`config.mk`:
```
export PLATFORM = sky130hd
export DESIGN_NAME = mina_uart_tx
export DESIGN_NICKNAME = d
export VERILOG_FILES = /design/src/rtl/mina_uart_tx_pkg.sv /design/src/rtl/mina_uart_tx_fifo.sv /design/src/rtl/mina_uart_tx.sv
export SDC_FILE = /design/constraint.sdc
export NUM_CORES = 1
export LEC_CHECK = 0
export CAP_MARGIN = 20
export CORE_ASPECT_RATIO = 0.75
export CORE_UTILIZATION = 55
export CTS_BUF_LIST = sky130_fd_sc_hd__clkbuf_16
export DETAILED_ROUTE_END_ITERATION = 10
export DONT_BUFFER_PORTS = 1
export GPL_ROUTABILITY_DRIVEN = 0
export GPL_TIMING_DRIVEN = 0
export PLACE_DENSITY = 0.7
export SLEW_MARGIN = 40
export SYNTH_ARGS = -nofsm -noshare
export SYNTH_HDL_FRONTEND = slang
export SYNTH_SLANG_ARGS = --single-unit
```
`constraint.sdc`:
```
create_clock -name clk -period 4.05 [get_ports clk]
set_input_delay 0.6075 -clock clk [delete_from_list [all_inputs] [get_ports clk]]
set_output_delay 0.6075 -clock clk [all_outputs]
set_load 0.03 [all_outputs]
```
`src/rtl/mina_uart_tx_pkg.sv`:
```
// rtl/mina_uart_tx_pkg.sv - shared types and register offsets for the MINA UART transmitter
package mina_uart_tx_pkg;

  typedef logic [31:0] u32_t;
  typedef logic [3:0]  wrstb_t;

  // Transmit FSM states; busy is any state other than ST_IDLE
  typedef enum logic [1:0] {
    ST_IDLE  = 2'd0,
    ST_START = 2'd1,
    ST_DATA  = 2'd2,
    ST_STOP  = 2'd3
  } uart_state_e;

  // Byte offsets inside the 16-byte register window
  localparam logic [3:0] UART_REG_TXDATA  = 4'h0;
  localparam logic [3:0] UART_REG_STATUS  = 4'h4;
  localparam logic [3:0] UART_REG_BAUDDIV = 4'h8;
  localparam logic [3:0] UART_REG_CTRL    = 4'hC;

  // STATUS register image, MSB first
  typedef struct packed {
    logic [15:0] rsvd_hi;
    logic [7:0]  count;
    logic [3:0]  rsvd_lo;
    logic        ovf;
    logic        empty;
    logic        full;
    logic        busy;
  } uart_status_t;

endpackage

```
`src/rtl/mina_uart_tx_fifo.sv`:
```
// rtl/mina_uart_tx_fifo.sv - synchronous FIFO with first-word fall-through read
module fifo_sync #(
  parameter int WIDTH = 8,
  parameter int DEPTH = 8
) (
  input  logic                     clk,
  input  logic                     rst_n,
  input  logic                     push,
  input  logic                     pop,
  input  logic [WIDTH-1:0]         wdata,
  output logic [WIDTH-1:0]         rdata,
  output logic                     full,
  output logic                     empty,
  output logic [$clog2(DEPTH):0]   count
);

  localparam int AW = $clog2(DEPTH);

  logic [WIDTH-1:0] mem [DEPTH];
  logic [AW-1:0]    wr_ptr;
  logic [AW-1:0]    rd_ptr;
  logic             do_push;
  logic             do_pop;

  // A push into a full FIFO is only taken when a pop frees the slot on the same edge
  assign do_pop  = pop && !empty;
  assign do_push = push && (!full || do_pop);

  assign full  = (count == (AW + 1)'(DEPTH));
  assign empty = (count == '0);
  assign rdata = mem[rd_ptr];

  // Storage array needs no reset; pointers define which entries are valid
  always_ff @(posedge clk) begin
    if (do_push) begin
      mem[wr_ptr] <= wdata;
    end
  end

  // Pointer and occupancy bookkeeping
  always_ff @(posedge clk or negedge rst_n) begin
    if (!rst_n) begin
      wr_ptr <= '0;
      rd_ptr <= '0;
      count  <= '0;
    end else begin
      if (do_push) begin
        wr_ptr <= wr_ptr + AW'(1);
      end
      if (do_pop) begin
        rd_ptr <= rd_ptr + AW'(1);
      end
      case ({do_push, do_pop})
        2'b10:   count <= count + (AW + 1)'(1);
        2'b01:   count <= count - (AW + 1)'(1);
        default: count <= count;
      endcase
    end
  end

endmodule

```
`src/rtl/mina_uart_tx.sv`:
```
// rtl/mina_uart_tx.sv - memory-mapped 8N1 UART transmitter with TX FIFO
module mina_uart_tx
  import mina_uart_tx_pkg::*;
#(
  parameter int          FIFO_DEPTH  = 8,
  parameter logic [15:0] DEFAULT_DIV = 16'd433
) (
  input  logic   clk,
  input  logic   rst_n,
  input  logic   sel,
  input  u32_t   addr,
  input  u32_t   wrdata,
  input  wrstb_t wrstb,
  output u32_t   rddata,
  output logic   txd,
  output logic   irq
);

  localparam int CW = $clog2(FIFO_DEPTH) + 1;

  uart_state_e state;
  logic [15:0] baud_cnt;
  logic [15:0] div_active;
  logic [2:0]  bit_idx;
  logic [7:0]  shift_reg;

  logic [15:0] bauddiv;
  logic        enable;
  logic        irq_en;
  logic        ovf;

  logic [7:0]    fifo_rdata;
  logic          fifo_full;
  logic          fifo_empty;
  logic [CW-1:0] fifo_count;

  logic [3:0] reg_off;
  logic       wr_en;
  logic       wr_txdata;
  logic       wr_status;
  logic       wr_baud;
  logic       wr_ctrl;
  logic       baud_end;
  logic       fifo_pop;
  logic       push_ok;
  logic       ovf_set;
  logic       ovf_clr;
  logic       busy;

  uart_status_t status;

  logic unused_bits;
  assign unused_bits = ^{addr[31:4], addr[1:0], wrdata[31:16]};

  assign reg_off   = {addr[3:2], 2'b00};
  assign wr_en     = sel && (wrstb != '0);
  assign wr_txdata = wr_en && (reg_off == UART_REG_TXDATA) && wrstb[0];
  assign wr_status = wr_en && (reg_off == UART_REG_STATUS);
  assign wr_baud   = wr_en && (reg_off == UART_REG_BAUDDIV);
  assign wr_ctrl   = wr_en && (reg_off == UART_REG_CTRL);

  assign busy     = (state != ST_IDLE);
  assign baud_end = (baud_cnt == div_active);

  // A frame starts from IDLE, or straight out of the last STOP cycle so frames abut
  assign fifo_pop = ((state == ST_IDLE) || ((state == ST_STOP) && baud_end))
                    && enable && !fifo_empty;
  assign push_ok  = wr_txdata && (!fifo_full || fifo_pop);
  assign ovf_set  = wr_txdata && fifo_full && !fifo_pop;
  assign ovf_clr  = wr_status && wrstb[0] && wrdata[3];

  assign irq = irq_en && fifo_empty && !busy;

  fifo_sync #(
    .WIDTH (8),
    .DEPTH (FIFO_DEPTH)
  ) u_tx_fifo (
    .clk   (clk),
    .rst_n (rst_n),
    .push  (push_ok),
    .pop   (fifo_pop),
    .wdata (wrdata[7:0]),
    .rdata (fifo_rdata),
    .full  (fifo_full),
    .empty (fifo_empty),
    .count (fifo_count)
  );

  // Software-visible registers; a same-edge overflow beats the W1C clear
  always_ff @(posedge clk or negedge rst_n) begin
    if (!rst_n) begin
      bauddiv <= DEFAULT_DIV;
      enable  <= 1'b1;
      irq_en  <= 1'b0;
      ovf     <= 1'b0;
    end else begin
      if (ovf_set) begin
        ovf <= 1'b1;
      end else if (ovf_clr) begin
        ovf <= 1'b0;
      end
      if (wr_baud && wrstb[0]) begin
        bauddiv[7:0] <= wrdata[7:0];
      end
      if (wr_baud && wrstb[1]) begin
        bauddiv[15:8] <= wrdata[15:8];
      end
      if (wr_ctrl && wrstb[0]) begin
        enable <= wrdata[0];
        irq_en <= wrdata[1];
      end
    end
  end

  // Transmit FSM: each of start, 8 data and stop bits lasts div_active+1 cycles
  always_ff @(posedge clk or negedge rst_n) begin
    if (!rst_n) begin
      state      <= ST_IDLE;
      baud_cnt   <= '0;
      div_active <= DEFAULT_DIV;
      bit_idx    <= '0;
      shift_reg  <= '0;
      txd        <= 1'b1;
    end else begin
      case (state)
        ST_IDLE: begin
          if (fifo_pop) begin
            state      <= ST_START;
            shift_reg  <= fifo_rdata;
            div_active <= bauddiv;
            baud_cnt   <= '0;
            txd        <= 1'b0;
          end
        end
        ST_START: begin
          if (baud_end) begin
            state    <= ST_DATA;
            baud_cnt <= '0;
            bit_idx  <= '0;
            txd      <= shift_reg[0];
          end else begin
            baud_cnt <= baud_cnt + 16'd1;
          end
        end
        ST_DATA: begin
          if (baud_end) begin
            baud_cnt <= '0;
            if (bit_idx == 3'd7) begin
              state <= ST_STOP;
              txd   <= 1'b1;
            end else begin
              bit_idx   <= bit_idx + 3'd1;
              shift_reg <= {1'b0, shift_reg[7:1]};
              txd       <= shift_reg[1];
            end
          end else begin
            baud_cnt <= baud_cnt + 16'd1;
          end
        end
        ST_STOP: begin
          if (baud_end) begin
            baud_cnt <= '0;
            if (fifo_pop) begin
              state      <= ST_START;
              shift_reg  <= fifo_rdata;
              div_active <= bauddiv;
              txd        <= 1'b0;
            end else begin
              state <= ST_IDLE;
            end
          end else begin
            baud_cnt <= baud_cnt + 16'd1;
          end
        end
        default: begin
          state <= ST_IDLE;
          txd   <= 1'b1;
        end
      endcase
    end
  end

  // Combinational read mux so the MEM stage sees data in the access cycle
  always_comb begin
    status         = '0;
    status.busy    = busy;
    status.full    = fifo_full;
    status.empty   = fifo_empty;
    status.ovf     = ovf;
    status.count   = 8'(fifo_count);
    rddata         = '0;
    if (sel) begin
      case (reg_off)
        UART_REG_STATUS:  rddata = status;
        UART_REG_BAUDDIV: rddata = {16'h0000, bauddiv};
        UART_REG_CTRL:    rddata = {30'h0, irq_en, enable};
        default:          rddata = '0;
      endcase
    end
  end

endmodule

```
---- Word-level counts from Yosys, hierarchy flattened ----
Memory sizes are Yosys's and may differ from the RTL's.
Cells that the tools add are included.
cells by class
  add/sub/neg operators ................... 6
  eq/ne operators ......................... 17
  multiplexer cells ....................... 35
  reduce and logical (&&, ||, !) cells .... 44
operators with widths
  kind                                                                   number
  16-bit 2-to-1 mux                                                      5
  16-bit one-hot mux with 2 select lines                                 2
  16-bit one-hot mux with 3 select lines                                 1
  8-bit 2-to-1 mux                                                       4
  8-bit one-hot mux with 3 select lines                                  1
  1-bit logical AND                                                      21
  16-bit by 1-bit adder with 16-bit output, second input constant        1
  16-bit equality test                                                   1
  2-bit != test, second input constant                                   6
  2-bit equality test, second input constant                             5
  1-bit 2-to-1 mux                                                       10
  2-bit 2-to-1 mux                                                       5
  2-bit nonzero test                                                     5
  3-bit by 1-bit adder with 3-bit output, second input constant          3
  3-bit 2-to-1 mux                                                       3
  4-bit logical NOT                                                      2
  2-bit one-hot mux with 4 select lines                                  1
  4-bit one-hot mux with 2 select lines                                  1
  4-bit AND reduction                                                    2
  2-bit by 1-bit equality test with 1-bit output, second input constant  3
  3-bit one-hot mux with 2 select lines                                  1
  5-bit AND reduction                                                    1
  4-bit by 1-bit adder with 4-bit output, second input constant          1
  4-bit equality test, second input constant                             1
  other kinds (11)                                                       16
storage, ports and cells
  bits in registers ....................... 75
  bits in writable memories ............... 64
  memories kept ........................... 1
memory list
  name           depth  bits a word  read ports  clocked after memory_dff  write ports  line                     source
  u_tx_fifo.mem  8      8            1           0                         1            mina_uart_tx_fifo.sv:19  logic [WIDTH-1:0] mem [DEPTH];

---- Longest topological paths before layout ----
Gate-level depths: netlist of run 1.
  word-level depth ........................ 10
  mapped depth ............................ 14
  gate-level depth less buffers ........... 13

---- Cells and area by module ----
From an unflattened synthesis of run 1, not the netlist that was laid out.
unflattened totals
  cells, all modules ...................... 508
  area, all modules ....................... 6831.6 µm²
modules (own cells, without submodules)
  module        instances  cells an instance  area each (µm²)  seq. area each (µm²)
  mina_uart_tx  1          346                3681.0           1641.6
  fifo_sync     1          162                3150.5           2172.1

---- Least setup slack after synthesis of run 1 ----
No wires, ideal clock.
  path kind ............................... flip-flop to flip-flop
  start point ............................. reg baud_cnt[8]
  end point ............................... reg u_tx_fifo.count[3]
  library setup time ...................... 0.125 ns
  data arrival time ....................... 2.748 ns
  path slack .............................. 1.177 ns
  cell stages (with the launch flop) ...... 15
  buffers on the path ..................... 1
  period minus slack after synthesis ...... 2.873 ns
  cells stage by stage .................... dfrtp_1 buf_6 xor2_1 nor4_4 a41o_2 nand2b_4 inv_2 o21ai_2 ha_1 ha_1 a21o_1 a21oi_1 xnor2_1 nor2_1 xor2_1
between the ends
  word-level cells in the longest chain between the ends .. 10
ends and longest elaborated chain
  element                                                                                line                     source
  from (decl)                                                                            mina_uart_tx.sv:22       logic [15:0] baud_cnt;
  from (signal assigned)                                                                 mina_uart_tx.sv:142      baud_cnt <= baud_cnt + 16'd1;
  from (signal assigned)                                                                 mina_uart_tx.sv:157      baud_cnt <= baud_cnt + 16'd1;
  from (signal assigned)                                                                 mina_uart_tx.sv:172      baud_cnt <= baud_cnt + 16'd1;
  16-bit equality test *                                                                 mina_uart_tx.sv:63       assign baud_end = (baud_cnt == div_active);
  1-bit logical AND *                                                                    mina_uart_tx.sv:66       assign fifo_pop = ((state == ST_IDLE) || ((state == ST_STOP) && baud_end))
  1-bit logical OR *                                                                     mina_uart_tx.sv:66
  1-bit logical AND * (2 in a row)                                                       mina_uart_tx.sv:67       && enable && !fifo_empty;
  1-bit logical AND *                                                                    mina_uart_tx_fifo.sv:26  assign do_pop = pop && !empty;
  via u_tx_fifo.do_pop                                                                   mina_uart_tx_fifo.sv:23  logic do_pop;
  1-bit logical OR                                                                       mina_uart_tx_fifo.sv:27  assign do_push = push && (!full || do_pop);
  1-bit logical AND                                                                      mina_uart_tx_fifo.sv:27
  2-bit by 1-bit equality test with 1-bit output or 2-bit equality test (tied branches)  mina_uart_tx_fifo.sv:53  case ({do_push, do_pop})
  4-bit one-hot mux with 2 select lines or 2-bit nonzero test (tied branches)            n/a
  to (signal assigned)                                                                   mina_uart_tx_fifo.sv:54  2'b10: count <= count + (AW + 1)'(1);
  to (signal assigned)                                                                   mina_uart_tx_fifo.sv:55  2'b01: count <= count - (AW + 1)'(1);
  to (signal assigned)                                                                   mina_uart_tx_fifo.sv:56  default: count <= count;
  to (decl)                                                                              mina_uart_tx_fifo.sv:14  output logic [$clog2(DEPTH):0] count
The timed path passes the listed nets; every way through them passes the cells marked *.
A chain may end at the register's enable or synchronous reset.

---- Worst setup path after layout of run 1 ----
  start point ............................. reg state[0]
  end point ............................... reg u_tx_fifo.count[3]
between the ends
  word-level cells in the longest chain between the ends .. 10
ends and longest elaborated chain
  element                                                                                line                     source
  from (decl)                                                                            mina_uart_tx.sv:21       uart_state_e state;
  from (signal assigned)                                                                 mina_uart_tx.sv:118      state <= ST_IDLE;
  from (signal assigned)                                                                 mina_uart_tx.sv:128      state <= ST_START;
  from (signal assigned)                                                                 mina_uart_tx.sv:137      state <= ST_DATA;
  2-bit equality test                                                                    mina_uart_tx.sv:66
  1-bit logical AND                                                                      mina_uart_tx.sv:66
  1-bit logical OR *                                                                     mina_uart_tx.sv:66
  1-bit logical AND * (2 in a row)                                                       mina_uart_tx.sv:67
  1-bit logical AND *                                                                    mina_uart_tx_fifo.sv:26
  via u_tx_fifo.do_pop                                                                   mina_uart_tx_fifo.sv:23
  1-bit logical OR                                                                       mina_uart_tx_fifo.sv:27
  1-bit logical AND                                                                      mina_uart_tx_fifo.sv:27
  2-bit by 1-bit equality test with 1-bit output or 2-bit equality test (tied branches)  mina_uart_tx_fifo.sv:53
  4-bit one-hot mux with 2 select lines or 2-bit nonzero test (tied branches)            n/a
Marked as above.

==> flow_summary.yaml, run 1 <==
synth:
  synth-async-reset-ratio: 0.540
  synth_compound_area_frac: 0.0789
  yosys_warnings: 0
  synth-edff-count: 64
  synth_area_per_cell_um2: 13.4
  yosysSeqAreaShare: 0.560
  synth-xor-area-share: 0.0335
  ys_top_cells_by_count: "edfxtp_1 (64), dfrtp_1 (63), nand2_1 (47)"
  synth_area_leader_cell: "edfxtp_1"
  synth_cell_type_count: 56
  syn_inst: 508
  synth.area.top_cells: "edfxtp_1 (28%), dfrtp_1 (23%), mux4_2 (5.3%)"
  netlist_area_um2: 6810
  ys_ff_latch: 139
  synth-simple-area-share: 0.110
  netlist.area_leader.share: 0.282
  synth_flop_cell: "edfxtp_1"
  synth.most_common_cell: "edfxtp_1"
  synth_fa_ha_area_frac: 0.0287
  synth_top_family_by_area: "multiplexers"
  synthMuxAreaShare: 0.145
clocking:
  htree_levels: 4
  root_buffer: "clkbuf_16"
  cts_hold_buf: 1
  cts_tree: "done"
  clk_pin_slew_ns: 0.07
  clock-sinks: 139
  clkLatencyLatePin_ns: 0.44
  clk_path_buf_depth: 2
  ctsResizeCount: 0
  postCtsSetupBuffers: 0
  cts_buffers: 17
pwr:
  pwr-share-seq: 0.378
  power_frac_comb: 0.331
  vdd_ir_drop_max_v: 0.000343
  clkPwrFrac: 0.291
  switchingPower_w: 0.00198
  power.density_nw_per_um2: 699
  p_int_w: 0.00346
  leakage_nw: 3.06
  sw_frac_of_total: 0.363
routing:
  drtAntennaViolNets: 0
  drt_first_pass_iters: 6
  wirelength_mm: 14.4
  wl_per_cell_um: 19.9
  vias: 4284
  drc: 0
  routed_via_density: 5.92
  drtIter0Drc: 385
placement:
  placed_cell_area_um2: 7120
  dp_hpwl_mm: 9.60
  pre_cts_slack_ns: 0.545
  port_buffers: 0
timing:
  fmax_mhz: 281
  fin_worst_skew_ns: 0.0149
  hold_viol_final: 0
  setup_viol_count_final: 0
  fin_crit_sh: 0.879
  tns_ns: 0
  setup_ws_ns: 0.491
  min_period_ns: 3.56
  relSlewSlack: 0.481
  worstMarginPinSlew_ns: 0.774
  report.final.slew_viol_count: 0
  rsz0062_at_grt: "no"
cells_and_area:
  layout.nets: 635
  regMostFlops: "u_tx_fifo.mem"
  largest_reg_flops: 64
  ff_latch_area_um2: 3810
  design_area_um2: 7780
  fin_util: 0.658
  num_antenna_cells: 0
  synthToLayoutAreaGrowth_pct: 14.3
  multiInputGateArea_um2: 2780
  drive_gt1_frac: 0.265
  fill_cells: 862
worst_setup_path:
  cp.required_ns: 4.38
  crit_top_cell: "ha_1"
  slowest_stage: "dfrtp_1"
  worst-setup-path-type: "flip-flop to flip-flop"
  arrival_ns: 3.89
  crit_path_end_kind: "flip-flop"
  cpPeakStageDelay_ns: 0.43
  startpoint_type: "flip-flop"
  cp_max_fo: 10
  path_cells: "inv_1, ha_1, clkbuf_1, o21bai_2, nand2b_4, inv_2, o21ai_2, ha_1, ha_1, a21o_1, a21oi_1, xnor2_1, nor2_1, xor2_1"
floorplan:
  die_w_um: 130
  num_rows: 34
  dieArea_um2: 12800
  start_util: 0.575
  die_h_um: 98.3
  io_pins: 105
  core-area_um2: 11800
global_route:
  grt_util_all_layers: 0.252
  grt_max_degree: 64
  grt_pass1_wl_mm: 23.5
  grt-ovfl-total: 0
  grt_pass1_vias: 4340
  antenna_found_initial: 0
run_status:
  status: "finished, final reports clean"
flow_run:
  cap_violations: 0
min_path:
  hold_class: "primary input to async pin"
path summary, 6_finish.rpt:
kind,end,start,slack (ns),cells after the start
min in group clk,u_tx_fifo.mem[3][1],wrdata[1],0.26,0
max in group asynchronous,bauddiv[4],rst_n,3.04,1
min reg2reg,shift_reg[5],shift_reg[5],0.52,2
max,u_tx_fifo.count[3],state[0],0.49,14
max reg2reg,u_tx_fifo.count[3],state[0],0.49,14
min,baud_cnt[6],rst_n,0.04,1
logic make-up after synthesis:
logic type	after synthesis
other	1
XOR/XNOR	26
AND/OR/NAND/NOR	132
AO/OA/AOI/OAI	75
multiplexers	70
adder cells (fa/ha/maj)	15
flip-flops	139
buffers and inverters	50
critical path: cells and delay by family, from the launching register on:
family	cells	cell delay, ns
compound gates	4	1.19
fa+ha+maj	3	0.75
xor+xnor	2	0.27
flops	1	0.43
buf+inv	3	0.47
simple gates	2	0.31
metrics by stage:
step / cells / total power (W) / hold WS (ns)
final: 724 / 0.00544 / 0.0436
after global routing: 724 / 0.00573 / 0.0602
after CTS: 722 / 0.00544 / 0.00287
after detailed placement: 689 / 0.00383 / 0.315
after global placement: 685 / 0.00374 / 0.315
after floorplan: 523 / 0.00345 / 0.312
metal layers:
metal  track usage  share of wire  wire length (µm)  vias to the layer above
li1              -              -                 -                     1950
met1         0.358           0.47              6730                     2165
met2         0.371           0.46              6580                      150
met3        0.0696          0.062               898                       19
met4        0.0920          0.015               223                        0
met5             0              0                 0                        -
power groups by stage:
stage / Sequential (W) / Clock (W) / Combinational [W]
final: 0.00206 / 0.00158 / 0.00180
after CTS: 0.00205 / 0.00159 / 0.00179
after detailed placement: 0.00208 / 0 / 0.00176
after global routing: 0.00210 / 0.00167 / 0.00197
after floorplan: 0.00198 / 0 / 0.00147
after global placement: 0.00205 / 0 / 0.00169
layout by cell type, fill, tap and decap left out, types with 17 or more instances in the layout:
cell type and count:
nor2b_1 19, clkbuf_16 17, dfrtp_1 63, mux2_2 27, xor2_1 20, nand2_1 47
edfxtp_1 64, mux2i_1 17, buf_4 18, o21ai_0 32
layout make-up:
cell class / count / area share
multi-input combinational: 334 / 0.358
inverter: 9 / 0.00434
timing repair buffer: 7 / 0.00933
buffer: 41 / 0.0339
clock inverter: 15 / 0.0240
tap: 162 / 0.0261
clock buffer: 17 / 0.0547
sequential: 139 / 0.490
Note: power is estimated with default switching activity, not from simulation.
==> inputs of run 2 (changes only) <==
Settings changed: CELL_PAD_IN_SITES_DETAIL_PLACEMENT set to 1, CELL_PAD_IN_SITES_GLOBAL_PLACEMENT set to 2, CORE_UTILIZATION 55 to 47, PLACE_DENSITY 0.7 to unset, PLACE_DENSITY_LB_ADDON set to 0.1.
Clock period 4.05 ns to 4.55 ns, I/O delays scaled along.
==> run 2 against run 1 <==
Effect of this change:
- sequential share of layout area up 0.079 points
- combinational power shrank 10%
- die area grew 17%
- worst hold slack improved by 0.053 ns
- via count fell by 1.5%
- sequential power decreased by 11%
- final area decreased by 0.16%
- critical path depth unchanged
- cell count rose by 4.1%
- count of clock-buffer cells in the layout stayed put
- utilization shrank 10 points
- largest cell class unchanged
==> flow_summary.yaml, run 2 (synthesis gave the netlist of run 1 again) <==
run_status:
  status: "finished, final reports clean"
worst_setup_path:
  cp.required_ns: 4.86
  crit_path_end_kind: "flip-flop"
  arrival_ns: 3.88
  worst-setup-path-type: "flip-flop to flip-flop"
  startpoint_type: "flip-flop"
  cp_max_fo: 10
clocking:
  cts_buffers: 17
  clock-sinks: 139
  root_buffer: "clkbuf_16"
  clkLatencyLatePin_ns: 0.42
  cts_tree: "done"
  htree_levels: 4
  clk_pin_slew_ns: 0.07
  ctsResizeCount: 0
  clk_path_buf_depth: 2
timing:
  min_period_ns: 3.57
  fin_crit_sh: 0.785
  setup_ws_ns: 0.977
  tns_ns: 0
  relSlewSlack: 0.425
  setup_viol_count_final: 0
  fin_worst_skew_ns: 0.0124
  report.final.slew_viol_count: 0
  worstMarginPinSlew_ns: 0.860
  fmax_mhz: 280
  hold_viol_final: 0
  rsz0062_at_grt: "no"
cells_and_area:
  design_area_um2: 7770
  final_cell_mix: "edfxtp_1 (64), dfrtp_1 (63), nand2_1 (47), o21ai_0 (32), mux2_2 (27)"
  largest_reg_flops: 64
  drive_gt1_frac: 0.265
  num_antenna_cells: 0
  fill_cells: 1399
  fin_util: 0.557
  multiInputGateArea_um2: 2790
  regMostFlops: "u_tx_fifo.mem"
  fin_cells: 754
  synthToLayoutAreaGrowth_pct: 14.1
  layout.nets: 632
  final_common_cell: "edfxtp_1"
  ff_latch_area_um2: 3810
global_route:
  antenna_found_initial: 0
  grt_max_degree: 64
  grt-ovfl-total: 0
  grt_pass1_vias: 4440
  grt_util_all_layers: 0.230
  grt_pass1_wl_mm: 25.3
pwr:
  switchingPower_w: 0.00173
  power.density_nw_per_um2: 617
  power_frac_comb: 0.337
  pwr-share-seq: 0.384
  clkPwrFrac: 0.279
  sw_frac_of_total: 0.362
  leakage_nw: 3.03
  p_int_w: 0.00306
  vdd_ir_drop_max_v: 0.000265
floorplan:
  dieArea_um2: 15000
  io_pins: 105
  num_rows: 37
  die_h_um: 106
  die_w_um: 141
  start_util: 0.488
  core-area_um2: 13900
routing:
  wirelength_mm: 15.5
  wl_per_cell_um: 20.6
  wl_met1_mm: 7.33
  drtIter0Drc: 216
  dr_wl_met2_mm: 7.24
  drt_first_pass_iters: 4
  vias: 4219
  highest_layer: "met4"
  routed_via_density: 5.60
  drtAntennaViolNets: 0
  drc: 0
  wl_met3_um: 795
placement:
  placedCellCount: 721
  placed_cell_area_um2: 7150
  dp_hpwl_mm: 10.8
  pre_cts_slack_ns: 0.976
  port_buffers: 0
flow_run:
  cap_violations: 0
min_path:
  hold_class: "primary input to async pin"
run 2: cell count changes in the layout (fill, tap and decap cells not counted):
cell / before / now
clkinv_4: 2 / 4
clkinvlp_4: 0 / 1
nor3_4: 0 / 1
buf_4: 18 / 17
inv_6: 1 / 2
inv_12: 1 / 0
dlygate4sd3_1: 2 / 0
inv_8: 7 / 5
clkinv_8: 4 / 2
clkinv_2: 0 / 1
nor3_2: 4 / 3
run 2: power by group through the flow:
stage | Clock (W) | Combinational, W | Sequential [W]
2_1_floorplan | 0 | 0.00131 | 0.00176
3_3_place_gp | 0 | 0.00154 | 0.00183
3_5_place_dp | 0 | 0.00160 | 0.00186
4_1_cts | 0.00136 | 0.00163 | 0.00184
5_1_grt | 0.00141 | 0.00178 | 0.00187
6_report | 0.00134 | 0.00162 | 0.00184
run 2: through the flow:
step                      total power [W]  hold WS (ns)
after CTS                         0.00483        0.0764
final                             0.00479        0.0968
after detailed placement          0.00346         0.388
after global placement            0.00337         0.388
after global routing              0.00507        0.0676
after floorplan                   0.00307         0.387
run 2: area by class of cell:
class,count,share of cell area
clock inverters,15,0.0198
plain buffers,41,0.0340
well taps,195,0.0314
multi-input cells,334,0.359
inverters,9,0.00435
clock buffers,17,0.0548
repair buffers,4,0.00580
flip-flops and latches,139,0.491
run 2: worst paths after layout:
path | start | slack (ns) | endpoint | cells after the start
setup reg to reg | state[0] | 0.98 | u_tx_fifo.count[3] | 14
hold reg to reg | baud_cnt[15] | 0.52 | baud_cnt[15] | 1
min in group clk | wrdata[4] | 0.35 | u_tx_fifo.mem[3][4] | 0
max in group asynchronous | rst_n | 4.12 | shift_reg[2] | 1
hold / removal | rst_n | 0.1 | bauddiv[8] | 0
setup / recovery | state[0] | 0.98 | u_tx_fifo.count[3] | 14
run 2: what timing repair did:
| item | in CTS | in global routing |
|---|---|---|
| endpoints found under the hold margin | 63 | 0 |
| buffers inserted | 0 | 0 |
| hold buffers | 1 | 0 |
| endpoints found under the setup margin | 0 | 0 |
run 2: routing by layer:
| layer | vias to the layer above | GRT usage |
|---|---|---|
| li1 | 1946 | - |
| met1 | 2150 | 0.326 |
| met2 | 111 | 0.349 |
| met3 | 12 | 0.0622 |
| met4 | 0 | 0.0675 |
| met5 | - | 0 |
run 2: critical path, cell delays in order (launching register included):
cell and delay, ns:
dfrtp_1 0.42, inv_1 0.13, ha_1 0.22, clkbuf_1 0.24
o21bai_2 0.44, nand2b_4 0.25, inv_2 0.10, o21ai_2 0.42
ha_1 0.30, ha_1 0.25, a21o_1 0.18, a21oi_1 0.17
xnor2_1 0.14, nor2_1 0.07, xor2_1 0.14
